<file path="config.mk">
export PLATFORM = sky130hd
export DESIGN_NAME = sort_data_loader
export DESIGN_NICKNAME = d
export VERILOG_FILES = /design/src/rtl/sort_data_loader.sv
export SDC_FILE = /design/constraint.sdc
export NUM_CORES = 1
export LEC_CHECK = 0
export BUFFER_PORTS_ARGS = -buffer_cell sky130_fd_sc_hd__buf_2
export CAP_MARGIN = 5
export CORE_UTILIZATION = 55
export CTS_CLUSTER_SIZE = 16
export DETAILED_ROUTE_END_ITERATION = 8
export GPL_TIMING_DRIVEN = 0
export PLACE_DENSITY = 0.79
export SLEW_MARGIN = 20
export SYNTH_ARGS = -nofsm -noshare
export SYNTH_HDL_FRONTEND = slang
export SYNTH_SLANG_ARGS = --single-unit
</file>
<file path="constraint.sdc">
create_clock -name i_clk -period 2.5 [get_ports i_clk]
set_input_delay 0.5 -clock i_clk [delete_from_list [all_inputs] [get_ports i_clk]]
set_output_delay 0.5 -clock i_clk [all_outputs]
set_load 0.01 [all_outputs]
</file>
<file path="src/rtl/sort_data_loader.sv">
// Batch generator for the sorter: streams N Galois-LFSR words over valid/ready,
// pulses sort_start after the last word, then waits for sort_done.
module sort_data_loader #(
   parameter int                DATA_W = 8,
   parameter int                N      = 8,
   parameter logic [DATA_W-1:0] SEED   = 'hA5,
   parameter logic [DATA_W-1:0] TAPS   = 'hB8,
   localparam int               IDX_W  = (N > 1) ? $clog2(N) : 1
) (
   input  logic              i_clk,
   input  logic              i_rst,
   input  logic              i_go,
   output logic              o_out_valid,
   input  logic              i_out_ready,
   output logic [DATA_W-1:0] o_out_data,
   output logic [IDX_W-1:0]  o_out_idx,
   output logic              o_sort_start,
   input  logic              i_sort_done,
   output logic              o_busy,
   output logic [7:0]        o_batch_cnt
);

   localparam logic [DATA_W-1:0] SEED_EFF = (SEED == '0) ? DATA_W'(1) : SEED;
   localparam logic [IDX_W-1:0]  LAST_IDX = IDX_W'(N - 1);

   typedef enum logic [1:0] {IDLE, LOAD, START, WAIT} state_t;

   state_t              r_state, w_state_nxt;
   logic [DATA_W-1:0]   r_lfsr;
   logic [IDX_W-1:0]    r_idx;
   logic [7:0]          r_batch_cnt;
   logic                w_xfer;
   logic [DATA_W-1:0]   w_lfsr_nxt;

   assign w_xfer     = (r_state == LOAD) && i_out_ready;
   assign w_lfsr_nxt = r_lfsr[0] ? ((r_lfsr >> 1) ^ TAPS) : (r_lfsr >> 1);

   always_ff @(posedge i_clk) begin
      if (i_rst) begin
         r_state     <= IDLE;
         r_lfsr      <= SEED_EFF;
         r_idx       <= '0;
         r_batch_cnt <= '0;
      end else begin
         r_state <= w_state_nxt;
         // idx wraps to 0 on the last transfer so the next batch starts clean
         if (w_xfer) begin
            r_lfsr <= w_lfsr_nxt;
            r_idx  <= (r_idx == LAST_IDX) ? '0 : r_idx + 1'b1;
         end
         if (r_state == WAIT && i_sort_done)
            r_batch_cnt <= r_batch_cnt + 8'd1;
      end
   end

   always_comb begin
      w_state_nxt = r_state;
      case (r_state)
         IDLE:    if (i_go) w_state_nxt = LOAD;
         LOAD:    if (w_xfer && r_idx == LAST_IDX) w_state_nxt = START;
         START:   w_state_nxt = WAIT;
         WAIT:    if (i_sort_done) w_state_nxt = IDLE;
         default: w_state_nxt = IDLE;
      endcase
   end

   // Outputs are decoded from state only, never from i_out_ready.
   assign o_out_valid  = (r_state == LOAD);
   assign o_out_data   = (r_state == LOAD) ? r_lfsr : '0;
   assign o_out_idx    = (r_state == LOAD) ? r_idx : '0;
   assign o_sort_start = (r_state == START);
   assign o_busy       = (r_state != IDLE);
   assign o_batch_cnt  = r_batch_cnt;

endmodule

</file>
==> summary.md <==
| Metric | Value |
|---|---|
| Clk pwr share | `around 17%` |
| Seq pwr share | `between 40% and 50%` |
| Clock Skew | `8.58 ps` |
| Share of cells above drive strength 1 | `23.2%` |
| Cts hold-fix bufs | `0` |
| Switching share of total power | `36.0%` |
| Antenna violations before repair | `0` |
| Die width | `between 40 and 50 um` |
| Final GP Congestion | `0.876` |
| Syn Nets | `138` |
| Synth warn | `0` |
| Unrepaired setup endpoints after global routing | `no` |
| Overflow after GRT | `0` |
| Comb pwr share | `38.8%` |
| Root Buffer | `clkbuf_4` |
| Cell Area, Placed | `0.00122 mm^2` |
| Post-Route Setup TNS | `0 ps` |
| Place WS | `725 ps` |
| Simple-Gate Fraction of Synth Area | `around 28%` |
| Initial DRT Pass Iterations | `4` |
| Worst VDD drop | `540 uV` |
| Setup Buffers After CTS | `0` |
| Design Area, Final | `0.00125 mm^2` |
| # diodes | `0` |
| Worst-path clk slew | `120 ps` |
| Largest family of logic cells by synthesized area | `simple AND/OR/NAND/NOR gates` |
| Area Growth Syn to Fin | `17.7%` |
| Crit-path cells | `inv_1 > ha_1 > clkbuf_1 > and2_1 > buf_2` |
| Sink Count | `21` |
| Startpoint class of the critical path | `register` |
| Hold WC Path Type | `in -> reg` |
| Clk_lat worst skew | `300 ps` |
| Largest net degree at the start of global routing | `12` |
| Worst path required time | `2000 ps` |
| CP Data Arrival Time | `1630 ps` |
| Max frequency | `471 MHz` |
| Relative slew slack | `68.8%` |
| Slowest-stage cell, CP | `dfxtp_1` |
| Leakage | `0.567 nW` |
| Initial Util | `60.2%` |
| Routed Antenna Nets | `0` |
| Die area | `0.00211 mm^2` |
| NetSw | `around 0.00035 W` |
| Seq/Total Area, Yosys | `between 30% and 40%` |
| Syn Area/Cell | `about 8.5 um^2` |
| Chip Height | `45.9 um` |
| Num CTS Buffers | `3` |
| Post-CTS Resized | `0` |
| Cells after Synth | `between 100 and 150` |
| Hold WS | `405 ps` |
| Post-Syn Area | `0.00106 mm^2` |
| Remaining DRCs | `0` |
| Core area | `0.00176 mm^2` |
| Post-synthesis xor/xnor area fraction | `4.12%` |
| Post-synthesis compound-gate area fraction | `14.4%` |
| Crit path time final | `2130 ps` |
| Setup violations, final | `0` |
| First-pass GRT wire length | `approximately 3300 um` |
| Routed via count | `927` |
| Hpwl dp | `~1500 um` |
| Final nets | `169` |
| Avg WL per Cell | `11.2 um` |
| Post-Synth Adder-Cell Area | `9.42%` |
| Least-Margin Pin Slew | `469 ps` |
| Endpoints failing hold | `0` |
| Max FO, Critical Path | `10` |
| Max-slew violation count | `0` |
| Yosys reg bits | `21` |
| MaxCap Viol Count | `0` |
| Final period utilization | `85.0%` |
| Internal power | `0.000613 W` |
| Vias per Instance | `5.15` |
| CTS tree | `done` |
| CTS H-tree depth | `1` |
| Vias in the first global route | `approximately 760` |
| Setup ws final | `375 ps` |
| Cell area power density | `767 mW/mm^2` |
| Row count | `15` |
| Post-Route WL | `2020 um` |
| Status | `finished, final reports clean` |
| CP peak stage delay | `360 ps` |
| Iter 0 DRT Violations | `13` |
| Family with the most delay on the worst path | `buffers and inverters` |
| Number of I/O pins | `27` |
| GR Util All Layers | `22.3%` |
| IO buf count | `26` |
| CP bufs+invs | `3` |
| CP endpoint kind | `primary output` |
| Clock buffer depth | `2` |
| Post-synthesis cell type count | `30` |
| Mux cell area share after synthesis | `0.942%` |
| Crit path kind | `reg -> out` |
## registers in the layout, indices dropped and copies added, names as in the netlist
signal / cells
o_batch_cnt: 8
r_lfsr: 8
r_state: 2
r_idx: 3
## layout by cell type (no fill, tap or decap), drive strengths merged
| cell | synthesis | routed |
|---|---|---|
| a211oi | 2 | 2 |
| xor2 | 1 | 1 |
| xnor2 | 4 | 4 |
| a21oi | 12 | 12 |
| clkbuf | 4 | 8 |
| nand2b | 1 | 1 |
| nand4 | 3 | 3 |
| or4 | 1 | 1 |
| nand3 | 3 | 3 |
| nor2b | 1 | 1 |
| o2111ai | 1 | 1 |
| a21bo | 1 | 1 |
| a211o | 1 | 1 |
| nand3b | 3 | 3 |
| or3 | 4 | 4 |
| buf | 1 | 27 |
| o31ai | 3 | 3 |
| dfxtp | 21 | 21 |
| o21ai | 4 | 4 |
| or2b | 1 | 1 |
| mux2i | 1 | 1 |
| nand2 | 18 | 18 |
| and2b | 1 | 1 |
| inv | 5 | 5 |
| nor2 | 7 | 7 |
| and2 | 12 | 12 |
| ha | 8 | 8 |
| a21boi | 1 | 1 |
## path summary, 6_finish.rpt
| path | from | end | slack (ps) | cells after the start |
|---|---|---|---|---|
| setup / recovery | r_state[1] | o_out_data[7] | 370 | 5 |
| hold / removal | i_rst | r_lfsr[5] | 410 | 2 |
| setup reg to reg | r_state[0] | o_batch_cnt[7] | 890 | 4 |
| hold reg to reg | r_lfsr[1] | r_lfsr[1] | 470 | 2 |
## power groups by stage
| stage | clock [W] | combinational [W] | sequential [W] |
|---|---|---|---|
| 6_report | 0.000163 | 0.000372 | 0.000423 |
| 5_1_grt | 0.000184 | 0.000427 | 0.000431 |
| 4_1_cts | 0.000171 | 0.000372 | 0.000424 |
| 3_5_place_dp | 0 | 0.000371 | 0.000432 |
| 3_3_place_gp | 0 | 0.000357 | 0.000429 |
| 2_1_floorplan | 0 | 0.000269 | 0.000422 |
## worst reg2reg max path, stage by stage, from the launching register on
cell	delay (ps)
dfxtp_1	410
ha_1	280
nand4_2	200
or4_1	500
a21oi_1	140
## cell usage after synthesis
| master | number | area, um^2 |
|---|---|---|
| a21bo_2 | 1 | 10.0 |
| a21oi_1 | 12 | 60.1 |
| or3_1 | 2 | 12.5 |
| inv_1 | 5 | 18.8 |
| a21boi_0 | 1 | 7.51 |
| nor2_1 | 7 | 26.3 |
| nor2b_1 | 1 | 6.26 |
| nand2b_1 | 1 | 6.26 |
| nand3b_1 | 3 | 22.5 |
| and2b_2 | 1 | 8.76 |
| or4_1 | 1 | 7.51 |
| and2_1 | 12 | 75.1 |
| ha_1 | 8 | 100 |
| nand3_1 | 3 | 15.0 |
| a211oi_1 | 2 | 15.0 |
| clkbuf_1 | 4 | 15.0 |
| nand2_1 | 18 | 67.6 |
| o31ai_1 | 3 | 22.5 |
| xnor2_1 | 4 | 35.0 |
| or2b_2 | 1 | 8.76 |
| nand4_2 | 1 | 12.5 |
| o2111ai_1 | 1 | 8.76 |
| nand4_1 | 2 | 12.5 |
| xor2_1 | 1 | 8.76 |
| dfxtp_1 | 21 | 420 |
| a211o_1 | 1 | 8.76 |
| buf_2 | 1 | 5.00 |
| o21ai_0 | 4 | 20.0 |
| mux2i_1 | 1 | 10.0 |
| or3_2 | 2 | 15.0 |
## per-layer routing
layer | wire length, um | share of wire, % | vias up | track usage [%]
li1 | - | - | 485 | -
met1 | 963 | 48 | 417 | 28.0
met2 | 941 | 47 | 21 | 36.1
met3 | 86 | 4.3 | 4 | 4.76
met4 | 25 | 1.2 | 0 | 10.6
met5 | 0 | 0 | - | 0
## metrics by stage
stage | instances | util [%] | total power (W)
after floorplan | 125 | - | 0.000691
after global placement | 176 | 69.4 | 0.000786
after detailed placement | 176 | 69.4 | 0.000804
after CTS | 180 | 70.9 | 0.000967
after global routing | 180 | 70.9 | 0.00104
final | 180 | 70.9 | 0.000958
## kinds of logic after synthesis
family,Yosys count
AOI/OAI and AO/OA,25
xor gates and xnor gates,5
adders and majority gates,8
buffers and inverters,10
DFF,21
muxes,1
and+or+nand+nor,55
## final cells by class
| class | count | area, um^2 |
|---|---|---|
| multi-input cells | 94 | 603 |
| fillers | 174 | 514 |
| flip-flops and latches | 21 | 420 |
| repair buffers | 26 | 130 |
| well taps | 25 | 31.3 |
| clock buffers | 4 | 26.3 |
| plain buffers | 5 | 20.0 |
| inverters | 5 | 18.8 |
No activity file was read; power rests on OpenSTA's default activity.
